<file path="config.mk">
export PLATFORM = sky130hd
export DESIGN_NAME = alu_exec_unit
export DESIGN_NICKNAME = d
export VERILOG_FILES = /design/src/rtl/alu_pkg.sv /design/src/rtl/alu_core.sv /design/src/rtl/alu_exec_unit.sv
export SDC_FILE = /design/constraint.sdc
export NUM_CORES = 1
export LEC_CHECK = 0
export CORE_MARGIN = 3
export CORE_UTILIZATION = 50
export CTS_CLUSTER_DIAMETER = 40
export CTS_CLUSTER_SIZE = 10
export DETAILED_ROUTE_END_ITERATION = 7
export PLACE_DENSITY = 0.76
export SETUP_SLACK_MARGIN = 0.02
export SLEW_MARGIN = 25
export SYNTH_ARGS = -nofsm -noshare
export SYNTH_HDL_FRONTEND = slang
export SYNTH_SLANG_ARGS = --single-unit
</file>
<file path="constraint.sdc">
create_clock -name clk -period 3.3 [get_ports clk]
set_clock_uncertainty 0.05 [all_clocks]
set_input_delay 0.66 -clock clk [delete_from_list [all_inputs] [get_ports clk]]
set_output_delay 0.66 -clock clk [all_outputs]
set_load 0.005 [all_outputs]
</file>
<file path="src/rtl/alu_pkg.sv">
// Shared ALUControl encodings and execution-unit FSM state type, used by the
// ALU decoder and the execution unit. Optional iterative shift: ALU_SHIFT_EN.
package alu_pkg;

  localparam logic [2:0] ALU_ADD = 3'b000;
  localparam logic [2:0] ALU_SUB = 3'b001;
  localparam logic [2:0] ALU_AND = 3'b010;
  localparam logic [2:0] ALU_OR  = 3'b011;
  localparam logic [2:0] ALU_SLL = 3'b100;
  localparam logic [2:0] ALU_SLT = 3'b101;

  typedef enum logic [1:0] {
    IDLE  = 2'd0,
    SHIFT = 2'd1,
    DONE  = 2'd2
  } alu_state_t;

  function automatic logic is_shift_op(input logic [2:0] ctrl);
    return (ctrl == ALU_SLL);
  endfunction

endpackage

</file>
<file path="src/rtl/alu_core.sv">
// Combinational single-cycle ALU ops plus unsupported-code detection.
// With ALU_SHIFT_EN the sll code is legal here but executed by the parent.
module alu_core
  import alu_pkg::*;
#(
  parameter int XLEN = 32
) (
  input  logic [2:0]      alu_ctrl,
  input  logic [XLEN-1:0] src_a,
  input  logic [XLEN-1:0] src_b,
  output logic [XLEN-1:0] result,
  output logic            illegal
);

  logic slt_s;

  assign slt_s = ($signed(src_a) < $signed(src_b));

  // Operation select; unsupported codes yield zero with the illegal flag
  always_comb begin
    result  = {XLEN{1'b0}};
    illegal = 1'b0;
    case (alu_ctrl)
      ALU_ADD: result = src_a + src_b;
      ALU_SUB: result = src_a - src_b;
      ALU_AND: result = src_a & src_b;
      ALU_OR:  result = src_a | src_b;
      ALU_SLT: result = {{(XLEN-1){1'b0}}, slt_s};
      ALU_SLL: begin
`ifdef ALU_SHIFT_EN
        illegal = 1'b0;
`else
        illegal = 1'b1;
`endif
      end
      default: illegal = 1'b1;
    endcase
  end

endmodule

</file>
<file path="src/rtl/alu_exec_unit.sv">
// ALU execution unit: valid/ready request in, registered result out.
// Define ALU_SHIFT_EN to enable the iterative one-bit-per-cycle sll path.
module alu_exec_unit
  import alu_pkg::*;
#(
  parameter int XLEN = 32
) (
  input  logic            clk,
  input  logic            rst_n,
  input  logic            in_valid,
  output logic            in_ready,
  input  logic [2:0]      alu_ctrl,
  input  logic [XLEN-1:0] src_a,
  input  logic [XLEN-1:0] src_b,
  output logic            out_valid,
  input  logic            out_ready,
  output logic [XLEN-1:0] result,
  output logic            zero,
  output logic            illegal
);

  logic [XLEN-1:0] core_result_s;
  logic            core_illegal_s;
  logic            accept_s;
  logic            out_free_s;
  logic            shift_start_s;
  logic            shift_load_s;
  logic [XLEN-1:0] shift_result_s;
  alu_state_t      state_s;

  logic            out_valid_r, out_valid_nxt_s;
  logic [XLEN-1:0] result_r, result_nxt_s;
  logic            zero_r, zero_nxt_s;
  logic            illegal_r, illegal_nxt_s;

  alu_core #(.XLEN(XLEN)) u_core (
    .alu_ctrl (alu_ctrl),
    .src_a    (src_a),
    .src_b    (src_b),
    .result   (core_result_s),
    .illegal  (core_illegal_s)
  );

  // Output slot is free when empty or being drained this cycle
  assign out_free_s = !out_valid_r || out_ready;
  assign in_ready   = (state_s == IDLE) && out_free_s;
  assign accept_s   = in_valid && in_ready;

`ifdef ALU_SHIFT_EN
  alu_state_t      state_r, state_nxt_s;
  logic [4:0]      shift_cnt_r, shift_cnt_nxt_s;
  logic [XLEN-1:0] shift_val_r, shift_val_nxt_s;

  assign state_s        = state_r;
  assign shift_start_s  = accept_s && is_shift_op(alu_ctrl);
  assign shift_load_s   = (state_r == DONE) && out_free_s;
  assign shift_result_s = shift_val_r;

  // Shifter FSM and datapath registers
  always_ff @(posedge clk or negedge rst_n) begin
    if (!rst_n) begin
      state_r     <= IDLE;
      shift_cnt_r <= 5'd0;
      shift_val_r <= {XLEN{1'b0}};
    end else begin
      state_r     <= state_nxt_s;
      shift_cnt_r <= shift_cnt_nxt_s;
      shift_val_r <= shift_val_nxt_s;
    end
  end

  // Next state: one bit of shift per cycle, DONE waits for the output slot
  always_comb begin
    state_nxt_s     = state_r;
    shift_cnt_nxt_s = shift_cnt_r;
    shift_val_nxt_s = shift_val_r;
    case (state_r)
      IDLE: begin
        if (shift_start_s) begin
          state_nxt_s     = SHIFT;
          shift_cnt_nxt_s = src_b[4:0];
          shift_val_nxt_s = src_a;
        end else begin
          state_nxt_s = IDLE;
        end
      end
      SHIFT: begin
        if (shift_cnt_r == 5'd0) begin
          state_nxt_s = DONE;
        end else begin
          shift_cnt_nxt_s = shift_cnt_r - 5'd1;
          shift_val_nxt_s = {shift_val_r[XLEN-2:0], 1'b0};
        end
      end
      DONE: begin
        if (shift_load_s) begin
          state_nxt_s = IDLE;
        end else begin
          state_nxt_s = DONE;
        end
      end
      default: state_nxt_s = IDLE;
    endcase
  end
`else
  assign state_s        = IDLE;
  assign shift_start_s  = 1'b0;
  assign shift_load_s   = 1'b0;
  assign shift_result_s = {XLEN{1'b0}};
`endif

  // Result register load: single-cycle op, finished shift, or drain
  always_comb begin
    out_valid_nxt_s = out_valid_r;
    result_nxt_s    = result_r;
    zero_nxt_s      = zero_r;
    illegal_nxt_s   = illegal_r;
    if (accept_s && !shift_start_s) begin
      out_valid_nxt_s = 1'b1;
      result_nxt_s    = core_result_s;
      zero_nxt_s      = (core_result_s == {XLEN{1'b0}});
      illegal_nxt_s   = core_illegal_s;
    end else if (shift_load_s) begin
      out_valid_nxt_s = 1'b1;
      result_nxt_s    = shift_result_s;
      zero_nxt_s      = (shift_result_s == {XLEN{1'b0}});
      illegal_nxt_s   = 1'b0;
    end else if (out_valid_r && out_ready) begin
      out_valid_nxt_s = 1'b0;
    end else begin
      out_valid_nxt_s = out_valid_r;
    end
  end

  // Output registers
  always_ff @(posedge clk or negedge rst_n) begin
    if (!rst_n) begin
      out_valid_r <= 1'b0;
      result_r    <= {XLEN{1'b0}};
      zero_r      <= 1'b0;
      illegal_r   <= 1'b0;
    end else begin
      out_valid_r <= out_valid_nxt_s;
      result_r    <= result_nxt_s;
      zero_r      <= zero_nxt_s;
      illegal_r   <= illegal_nxt_s;
    end
  end

  assign out_valid = out_valid_r;
  assign result    = result_r;
  assign zero      = zero_r;
  assign illegal   = illegal_r;

endmodule

</file>
==> run_results.csv, run 1 <==
group,metric,value,unit
run_status,outcome,"stopped before the end",
run_status,lastStage,"global routing (5_1_grt)",
run_status,error_line,"[ERROR GRT-0232] Routing congestion too high. Check the congestion heatmap in the GUI.",
yosys,synth_top_cell_by_area,"ha_1",
yosys,synth_top_area_share,21.6,%
global_routing,grt_remaining_overflow,3,
placed_design,dpl.hpwl,21000,um
yosys,syn_inst,872,
placed_design,gp_congestion,1.03,
yosys,synth_compound_gate_area_share,29.9,%
floorplanning,row_count,40,
clocking,clock-root-buffer,"clkbuf_16",
clocking,cts.path.max_buffers,2,
yosys,synth_mux_area_share,1.56,%
floorplanning,io_pins,107,
yosys,yosys.area_share.simple,20.6,%
clocking,ctsHoldBuffers,0,
sta,worst_endpoint,"zero$_DFFE_PN0P_/D",
clocking,cts_buffers,5,
yosys,synth_flop_cell,"dfrtp_1",
yosys,async_flop_share,100,%
global_routing,grt_max_degree,36,
yosys,synth_top_family_by_area,"compound AO/OA/AOI/OAI gates",
floorplanning,die_x,118,um
yosys,synth.area.top_cells,"ha_1 22%, dfrtp_1 14%, a21oi_1 6.2%, inv_1 5.7%, nand2_1 5.0%",
yosys,syn_nets,1053,
floorplanning,start_util,51.6,%
yosys,synth.yosys.warnings,0,
yosys,yosysUniqueCellTypes,77,
floorplanning,die_h,118,um
clocking,htreeDepth,2,
yosys,synthXorXnorAreaFrac,2.80,%
placed_design,portBuffers,106,
yosys,synthAdderAreaFrac,22.3,%
yosys,synth_area,0.00625,mm^2
yosys,syn_avg_cell_area,7.17,um^2
yosys,seq_area_frac_synth,14.0,%
sta,endpoint_type,"register data pin",
yosys,synth_edf_count,0,
global_routing,grt.total_usage,66.7,%
clocking,cts.sinks,35,
yosys,synth_seq_cells,35,
[synthesized netlist by cell type (12+ instances only)]
cell type	count
o31ai_1	18
o21ai_0	49
nand3_1	16
xnor2_1	18
nand2_1	84
a211oi_1	18
o211ai_1	13
dfrtp_1	35
nor4_1	12
clkbuf_1	41
nor2_1	76
inv_1	95
nor3_1	25
a21oi_1	78
ha_1	108
[repair_timing]
| action | 4_1_cts |
|---|---|
| endpoints found under the setup margin | 27 |
| setup buffers | 35 |
| gates resized for setup | 224 |
| pin swaps | 55 |
| hold endpoints to repair | 0 |
[kinds of logic after synthesis]
logic type | Yosys count
flops | 35
xor+xnor | 20
compound gates | 279
simple gates | 273
fa+ha+maj | 110
mux | 8
buf+inv | 147
[metrics by stage]
step	hold WS [ns]	cell area, um^2	cells	utilization, %	setup slack (ns)
2_1_floorplan	0.314	6290	872	-	-0.810
3_3_place_gp	0.407	9870	1425	81.5	-1.59
4_1_cts	0.433	11000	1465	91.2	-1.12
3_5_place_dp	0.421	9870	1425	81.5	-1.73
[per-layer routing]
layer / track usage [%] / overflow
met4: 71.4 / 1
met3: 46.1 / 0
met2: 88.8 / 2
met5: 8.09 / 0
met1: 64.0 / 0
==> run 2, diff against run 1 <==
- CORE_UTILIZATION: 50 -> 35
- CTS_CLUSTER_DIAMETER: 40 -> not set
- CTS_CLUSTER_SIZE: 10 -> not set
- PLACE_DENSITY: 0.76 -> not set
- PLACE_DENSITY_LB_ADDON: not set -> 0.15
- SETUP_SLACK_MARGIN: 0.02 -> not set
==> run 2 against run 1 <==
The flow now finishes, with violations (setup timing); synthesized area is the same; synthesized cell count is the same.
==> run_results.csv, run 2 <==
group,metric,value,unit
yosys,synth_edf_count,0,
yosys,synth_common_cells,"108 x ha_1, 95 x inv_1, 84 x nand2_1",
power,power.density,264,mW/mm^2
detailed_routing,route.detailed.drc,0,
clocking,clk_pin_slew,0.06,ns
critical_path,worst-path-max-fanout,2,
yosys,synth.most_common_cell,"ha_1",
clocking,ctsHoldBuffers,0,
yosys,yosysUniqueCellTypes,77,
clocking,clock_latency,0.29,ns
yosys,synth_top_area_share,21.6,%
yosys,syn_inst,872,
floorplanning,die_area,0.0195,mm^2
sta,rsz0062_at_grt,"true",
finish,final_cell_mix,"348 x buf_4, 82 x nand2_1, 80 x ha_1",
finish,fillCellCount,1498,
run_status,violations,"setup timing",
sta,setup_viol,16,
flow_run,cap_violations,0,
finish,layout.nets,1507,
floorplanning,die_h,140,um
sta,fin_hold_ws,0.411,ns
sta,worst_pin_slew,0.814,ns
yosys,syn_nets,1053,
global_routing,grt.total_usage,26.1,%
floorplanning,core_region_area,0.0174,mm^2
critical_path,cp.required,3.45,ns
sta,relSlewSlack,45.8,%
yosys,synth.yosys.warnings,0,
clocking,cts_buffers,5,
floorplanning,die_x,140,um
global_routing,grt_pass1_wl,41800,um
detailed_routing,drt_wl_total,26400,um
power,ir_drop,0.000301,V
finish,drive_gt1_share,45.4,%
clocking,cts_tree,"yes",
finish,syn2layout_area_growth,87.1,%
clocking,cts.sinks,35,
yosys,synth_area,0.00625,mm^2
detailed_routing,vias_per_cell,5.28,
finish,n_antenna_cell,0,
yosys,synth.area.top_cells,"ha_1 22%, dfrtp_1 14%, a21oi_1 6.2%, inv_1 5.7%, nand2_1 5.0%",
yosys,synth_seq_cells,35,
clocking,cts.path.max_buffers,2,
sta,fmax,0.239,GHz
detailed_routing,drt-wirelength-per-cell,17.0,um
sta,drv_slew,0,
detailed_routing,ant_nets,0,
sta,hold_viol,0,
critical_path,endpoint_kind,"flop",
global_routing,antenna_found_initial,0,
placed_design,portBuffers,106,
placed_design,gp_congestion,0.967,
clocking,htreeDepth,2,
placed_design,dpl.hpwl,20800,um
sta,period_share,127,%
clocking,clock-root-buffer,"clkbuf_16",
finish,largest_reg_flops,32,
global_routing,grt_max_degree,36,
global_routing,grt_remaining_overflow,0,
sta,fin_ws,-0.891,ns
detailed_routing,drtIter0Drc,543,
yosys,async_flop_share,100,%
finish,final_util,67.2,%
global_routing,grt_pass1_vias,8019,
run_status,outcome,"finished, violations left",
critical_path,cp.arrival,4.34,ns
detailed_routing,vias,8200,
finish,final_common_cell,"buf_4",
yosys,synth_flop_cell,"dfrtp_1",
yosys,syn_avg_cell_area,7.17,um^2
yosys,synth_top_cell_by_area,"ha_1",
floorplanning,io_pins,107,
critical_path,worst-setup-path-type,"primary input to flop",
sta,min_period,4.19,ns
detailed_routing,first_pass_iters,5,
floorplanning,start_util,35.9,%
critical_path,startpoint_type,"primary input",
power,p_leak,0.00556,uW
yosys,seq_area_frac_synth,14.0,%
floorplanning,row_count,48,
hold_path,hp-class,"primary input to asynchronous set/reset pin",
run 2: worst paths after layout:
check,start,endpoint,slack (ns),cells after the start
max in group asynchronous,rst_n,result[7]$_DFFE_PN0P_,2.27,1
setup / recovery,src_a[0],zero$_DFFE_PN0P_,-0.89,17
setup reg to reg,out_valid$_DFFE_PN0P_,zero$_DFFE_PN0P_,0.73,10
hold reg to reg,result[27]$_DFFE_PN0P_,result[27]$_DFFE_PN0P_,0.42,2
hold / removal,rst_n,illegal$_DFFE_PN0P_,0.41,1
min in group clk,result[27]$_DFFE_PN0P_,result[27]$_DFFE_PN0P_,0.42,2
run 2: metrics by stage:
stage	setup TNS [ns]	instance area (um^2)	power, uW	setup slack, ns	instances
floorplan	-1.09	6290	1220	-0.810	872
global placement	-21.60	10100	2160	-1.70	1502
detailed placement	-22.55	10100	2170	-1.77	1502
CTS	-3.59	11200	2940	-1.11	1543
global route	-5.38	11700	3270	-1.04	1552
finish	-3.45	11700	3080	-0.891	1552
run 2: cells by family after synthesis:
| kind of cell | after synthesis | share of synthesized area, % |
|---|---|---|
| AO/OA/AOI/OAI | 279 | 29.9 |
| XOR/XNOR | 20 | 2.80 |
| adder cells (fa/ha/maj) | 110 | 22.3 |
| buffers and inverters | 147 | 8.89 |
| flip-flops | 35 | 14.0 |
| multiplexers | 8 | 1.56 |
| AND/OR/NAND/NOR | 273 | 20.6 |
run 2: power by group:
group	internal (uW)	leakage [uW]	total, uW	switching, uW
Sequential	494	0.000448	536	42.3
Clock	356	0.0000838	554	198
Combinational	1060	0.00503	1990	930
run 2: cell type report:
class	count	area, um^2	share of cell area (%)
Timing Repair Buffer	493	4140	35.4
Tap cell	225	282	2.41
Multi-Input combinational cell	690	5840	49.9
Clock buffer	5	125	1.07
Inverter	101	394	3.37
Clock inverter	3	43.8	0.374
Sequential cell	35	876	7.49
run 2: what timing repair did:
item	4_1_cts	5_1_grt
setup buffers	36	16
endpoints found under the setup margin	25	23
gates resized for setup	216	140
pin swaps	57	77
run 2: worst max-delay path, stage by stage:
cell and delay (ns):
buf_12 0.09, inv_12 0.03, ha_4 0.15, fa_2 0.39, o21ba_4 0.20, or4_4 0.54
a2111oi_4 0.30, buf_4 0.20, buf_6 0.10, o21a_1 0.14, nor4b_1 0.07, o211ai_1 0.17
nand3b_1 0.15, a2111oi_2 0.23, nand4_1 0.18, or4_4 0.56, o31ai_4 0.18
run 2: per-layer routing:
metal | global-route usage, % | part of all wire, %
met1 | 36.7 | 45
met2 | 43.3 | 46
met3 | 3.30 | 6.6
met4 | 5.00 | 2.0
met5 | 0 | 0
No activity file was read; power rests on OpenSTA's default activity.
==> run 3, diff against run 2 <==
- ABC_AREA: not set -> 1
==> run 3 against run 2 <==
The flow now finishes without violations; global-route usage decreased by 2.4 points; via count increased by 18%; critical path depth increased by 2; maximum frequency increased by 35%; sequential share of layout area increased by 0.16 points; cell area decreased by 2.1%; first-iteration DRC count increased by 36%; register-to-register slack improved by 0.92 ns; sequential cell count unchanged; worst hold slack improved by 0.015 ns; combinational power decreased by 9%.
==> run_results.csv, run 3 <==
group,metric,value,unit
placed_design,placed_cell_area,0.0109,mm^2
detailed_routing,ant_nets,0,
yosys,synth_edf_count,0,
finish,final_cell_area,0.0114,mm^2
clocking,cts_buffers,5,
placed_design,portBuffers,106,
critical_path,cp.arrival,3.25,ns
global_routing,busiest_layer,"met2",
critical_path,worst-setup-path-type,"primary input to flop",
global_routing,grt_use_met1,36.1,%
critical_path,worst-path-max-fanout,4,
global_routing,use_met3,1.52,%
critical_path,cp.required,3.45,ns
yosys,synth.area.top_cells,"nand2_1 25%, ha_1 17%, inv_1 13%, dfrtp_1 11%, nand3_1 8.6%",
clocking,cts.sinks,35,
yosys,synth_flop_cell,"dfrtp_1",
power,ir_drop,0.000203,V
floorplanning,die_x,157,um
clocking,clock-root-buffer,"clkbuf_16",
yosys,synth_area,0.00794,mm^2
finish,largest_reg_flops,32,
sta,tns,0,ns
floorplanning,start_util,35.9,%
yosys,yosysUniqueCellTypes,35,
yosys,syn_nets,1660,
run_status,outcome,"completed",
yosys,synth_seq_cells,35,
sta,hold_viol,0,
floorplanning,io_pins,107,
finish,fillCellCount,2361,
floorplanning,row_count,54,
hold_path,hp-class,"flop to flop",
detailed_routing,route.detailed.drc,0,
global_routing,grt_use_met2,37.1,%
clocking,cts.path.max_buffers,2,
clocking,clk_pin_slew,0.05,ns
flow_run,cap_violations,0,
detailed_routing,drtIter0Drc,739,
power,power.density,247,mW/mm^2
detailed_routing,vias_per_cell,4.70,
floorplanning,die_h,157,um
detailed_routing,drt-wirelength-per-cell,14.5,um
sta,fmax,0.322,GHz
global_routing,grt_max_degree,50,
global_routing,grt_pass1_vias,8982,
yosys,seq_area_frac_synth,11.0,%
yosys,syn_avg_cell_area,5.37,um^2
detailed_routing,first_pass_iters,5,
finish,syn2layout_area_growth,44.1,%
critical_path,startpoint_type,"primary input",
global_routing,grt.total_usage,23.7,%
placed_design,placed_cells,2051,
finish,fin_cells,2061,
sta,period_share,94.0,%
yosys,syn_inst,1479,
yosys,synth.yosys.warnings,0,
sta,drv_slew,0,
floorplanning,die_area,0.0245,mm^2
global_routing,grt_pass1_wl,46200,um
sta,relSlewSlack,48.6,%
finish,final_common_cell,"nand2_1",
finish,layout.nets,1961,
power,p_leak,0.00652,uW
finish,drive_gt1_share,20.4,%
yosys,synth.most_common_cell,"nand2_1",
clocking,htreeDepth,2,
detailed_routing,drt_wl_total,29800,um
finish,final_cell_mix,"506 x nand2_1, 269 x inv_1, 225 x buf_4",
placed_design,dpl.hpwl,25600,um
clocking,cts_tree,"yes",
placed_design,dp_slack,-0.280,ns
yosys,synth_top_cell_by_area,"nand2_1",
yosys,async_flop_share,100,%
clocking,clock_latency,0.28,ns
finish,final_util,51.8,%
sta,setup_viol,0,
critical_path,endpoint_kind,"flop",
sta,worst_pin_slew,0.766,ns
global_routing,antenna_found_initial,0,
yosys,synth_top_area_share,24.5,%
global_routing,grt_remaining_overflow,0,
sta,min_period,3.10,ns
finish,n_antenna_cell,0,
detailed_routing,vias,9684,
floorplanning,core_region_area,0.0221,mm^2
yosys,synth_common_cells,"519 x nand2_1, 272 x inv_1, 171 x nor2_1",
clocking,ctsHoldBuffers,0,
placed_design,gp_congestion,0.951,
sta,fin_ws,0.197,ns
-- run 3: logic make-up (layout without fill, tap and decap cells) --
logic type                 Yosys count  after routing  share of synthesized area [%]
buffers and inverters              324            626                           16.4
adders and majority gates          110            110                           17.5
and+or+nand+nor                    896            896                           47.3
DFF                                 35             35                           11.0
AOI/OAI and AO/OA                  114            114                           7.73
-- run 3: stage by stage --
stage	hold WS, ns	total power [uW]
2_1_floorplan	0.314	1380
3_3_place_gp	0.413	2240
3_5_place_dp	0.416	2250
4_1_cts	0.430	2740
5_1_grt	0.452	3060
6_report	0.426	2830
-- run 3: report_power, final --
group	internal (uW)	switching, uW
Clock	321	165
Combinational	829	980
Sequential	494	36.4
Total	1640	1180
-- run 3: final cells by class --
cell class              instances  area (um^2)  area share [%]
inverters                     282         1060            9.25
multi-input cells            1120         6150            53.8
clock buffers                   8          156            1.37
well taps                     280          350            3.06
flip-flops and latches         35          876            7.65
repair buffers                336         2850            24.9
-- run 3: path summary, 6_finish.rpt --
check	from	endpoint	slack, ns	cells past startpoint
max	src_a[1]	zero$_DFFE_PN0P_	0.20	19
min	result[14]$_DFFE_PN0P_	result[14]$_DFFE_PN0P_	0.43	2
max reg2reg	out_valid$_DFFE_PN0P_	zero$_DFFE_PN0P_	1.65	11
min reg2reg	result[14]$_DFFE_PN0P_	result[14]$_DFFE_PN0P_	0.43	2
max in group asynchronous	rst_n	result[25]$_DFFE_PN0P_	2.14	2
min in group asynchronous	rst_n	result[1]$_DFFE_PN0P_	0.74	2
-- run 3: routing by layer --
layer / routed length (um) / share of wire, % / vias up
met2: 12800 / 43 / 241
met5: 0 / 0 / -
met4: 330 / 1.1 / 0
met1: 15100 / 51 / 4309
li1: - / - / 5115
met3: 1590 / 5.3 / 19
-- run 3: worst max-delay path: stages --
cell and delay, ns:
clkdlybuf4s50_1 0.47, inv_1 0.09, ha_1 0.35, nor2_2 0.15, nand3_1 0.11, nand3_2 0.14, nand2_1 0.06, nand2_1 0.19
nand2_1 0.08, nand2_1 0.07, nor2_1 0.04, nor2_1 0.12, buf_4 0.16, nand2_1 0.06, nor2_2 0.11, nand2_1 0.06
nor2_1 0.11, nand3_1 0.08, o21bai_1 0.13
-- run 3: what timing repair did --
action | in CTS | in global routing
setup buffers | 0 | 2
gates resized for setup | 0 | 99
endpoints found under the setup margin | 0 | 3
hold endpoints to repair | 0 | 0
==> run 4, diff against run 3 <==
- CORE_MARGIN: 3 -> not set
==> run 4 against run 3 <==
The flow now finishes with violations (DRC); global-route usage increased by 2.0 points; combinational power about the same; non-clock buffer count increased by 10; critical path type unchanged; via count increased by 0.90%; critical endpoint unchanged; maximum frequency decreased by 2.4%; cell count increased by 0.49%.
==> run_results.csv, run 4 (synthesized netlist as in run 3, its figures left out) <==
group,metric,value,unit
flow_run,cap_violations,0,
global_routing,grt_max_degree,50,
detailed_routing,vias_per_cell,4.72,
placed_design,portBuffers,106,
finish,final_cell_area,0.0113,mm^2
critical_path,cp_slowest_cell,"clkdlybuf4s50_1",
sta,fin_hold_ws,0.426,ns
clocking,cts_buffers,5,
sta,relSlewSlack,66.8,%
floorplanning,io_pins,107,
power,p_leak,0.00659,uW
sta,hold_viol,0,
finish,fillCellCount,2392,
critical_path,reg2reg_depth,11,
detailed_routing,vias,9771,
sta,setup_viol,0,
critical_path,worst-path-buf-inv,4,
critical_path,rrSetupSlack,1.62,ns
critical_path,path_cells,"clkdlybuf4s50_1, inv_1, ha_2, nand2_1, inv_1, nand2_1, nand2_1, nand2_1, nand3_2, nand2_1, nand3_1, nand2_1, nor2_2, buf_4, nand2_1, nor2_1, nand2_1, nor2_2, nand3_1, o21bai_1",
critical_path,timing.rr.start,"out_valid$_DFFE_PN0P_",
critical_path,worst-setup-path-type,"primary input to flop",
floorplanning,row_count,54,
clocking,cts_tree,"yes",
detailed_routing,drtIter0Drc,686,
floorplanning,start_util,36.1,%
placed_design,gp_congestion,0.919,
power,pwr-share-clk,19.1,%
run_status,violations,"DRC",
finish,fin_cells,2071,
finish,drive_gt1_share,19.0,%
placed_design,dpl.hpwl,25600,um
global_routing,antenna_found_initial,0,
critical_path,max_stage_delay,0.47,ns
detailed_routing,first_pass_iters,8,
global_routing,grt.total_usage,25.7,%
placed_design,placed_cells,2061,
sta,min_period,3.18,ns
clocking,cts.sinks,35,
sta,drv_slew,0,
global_routing,grt_pass1_vias,9124,
critical_path,startpoint_type,"primary input",
detailed_routing,ant_nets,0,
critical_path,cp.arrival,3.33,ns
sta,fmax,0.314,GHz
finish,layout.nets,1971,
hold_path,hold-path-endpoint,"result[28]$_DFFE_PN0P_",
critical_path,worst-path-max-fanout,6,
placed_design,placed_cell_area,0.0110,mm^2
power,switching_power,1180,uW
floorplanning,die_h,153,um
power,seq_power_share,18.5,%
critical_path,cp.required,3.45,ns
global_routing,grt_pass1_wl,47300,um
floorplanning,die_area,0.0233,mm^2
detailed_routing,route.detailed.drc,7,
clocking,clock-root-buffer,"clkbuf_16",
hold_path,min_from,"result[28]$_DFFE_PN0P_",
power,power.density,252,mW/mm^2
clocking,htreeDepth,2,
finish,final_common_cell,"nand2_1",
power,p_comb_share,62.4,%
run_status,outcome,"finished, violations left",
floorplanning,core_region_area,0.0220,mm^2
critical_path,endpoint_kind,"flop",
floorplanning,die_x,153,um
clocking,cts.path.max_buffers,2,
sta,worst_pin_slew,0.498,ns
finish,largest_reg_flops,32,
finish,final_cell_mix,"514 x nand2_1, 271 x inv_1, 236 x buf_4",
sta,rsz0062_at_grt,"false",
critical_path,cp_common_cell,"nand2_1",
hold_path,hp-class,"flop to flop",
power,swShare,41.2,%
power,p_int,1680,uW
global_routing,grt_remaining_overflow,0,
clocking,clock_latency,0.27,ns
critical_path,path_delay_family,"simple AND/OR/NAND/NOR gates",
power,ir_drop,0.000156,V
hold_path,holdPathStages,2,
finish,syn2layout_area_growth,42.4,%
detailed_routing,drt_wl_total,30000,um
sta,period_share,96.4,%
finish,n_antenna_cell,0,
clocking,clk_pin_slew,0.05,ns
critical_path,r2r-end,"zero$_DFFE_PN0P_",
detailed_routing,drt-wirelength-per-cell,14.5,um
-- run 4: through the flow --
step	TNS [ns]	setup WS, ns	utilization (%)	total power (uW)
after floorplan	0	0.721	-	1380
after global placement	-0.419	-0.238	49.8	2250
after detailed placement	-0.579	-0.277	49.8	2260
after CTS	0	0.00364	50.6	2810
after global routing	0	0.000838	51.4	3070
final	0	0.119	51.4	2850
-- run 4: cell type report --
cell class | instances | area, um^2 | share of cell area (%)
clock buffers | 6 | 139 | 1.23
clock inverters | 2 | 35.0 | 0.310
inverters | 282 | 1060 | 9.36
multi-input cells | 1120 | 5940 | 52.5
flip-flops and latches | 35 | 876 | 7.74
well taps | 280 | 350 | 3.10
repair buffers | 346 | 2920 | 25.8
-- run 4: worst max-delay path by stage --
stage                         from                to  slack (ns)  cells after the start
after global placement    src_a[8]  zero$_DFFE_PN0P_       -0.24                     19
after CTS                 src_b[2]  zero$_DFFE_PN0P_       0.004                     20
after detailed placement  src_b[0]  zero$_DFFE_PN0P_       -0.28                     19
after floorplan           src_a[0]  zero$_DFFE_PN0P_        0.72                     18
final                     src_b[4]  zero$_DFFE_PN0P_        0.12                     20
after global routing      src_b[0]  zero$_DFFE_PN0P_      0.0008                     19
-- run 4: layer usage --
| metal | routed length [um] | global-route usage [%] | up-vias | share of wire [%] |
|---|---|---|---|---|
| li1 | - | - | 5134 | - |
| met1 | 15100 | 37.5 | 4309 | 50 |
| met2 | 12800 | 40.5 | 303 | 43 |
| met3 | 1700 | 2.62 | 25 | 5.7 |
| met4 | 394 | 5.15 | 0 | 1.3 |
| met5 | 0 | 0 | - | 0 |
-- run 4: what timing repair did --
| item | in CTS | in global routing |
|---|---|---|
| resized for setup | 1 | 50 |
| buffers inserted | 0 | 2 |
| pin swaps | 0 | 5 |
| endpoints found under the setup margin | 1 | 9 |
| hold buffers | 0 | 0 |
-- run 4: power groups by stage --
stage                     combinational, uW  clock (uW)  sequential, uW
after CTS                              1730         550             530
final                                  1780         544             529
after detailed placement               1720           0             536
after floorplan                         844           0             538
after global routing                   1960         570             538
after global placement                 1710           0             535
-- run 4: worst min-delay path, stage by stage, from the launching register on --
cell	delay (ns)
dfrtp_1	0.34
nand2_1	0.05
nand2_1	0.05
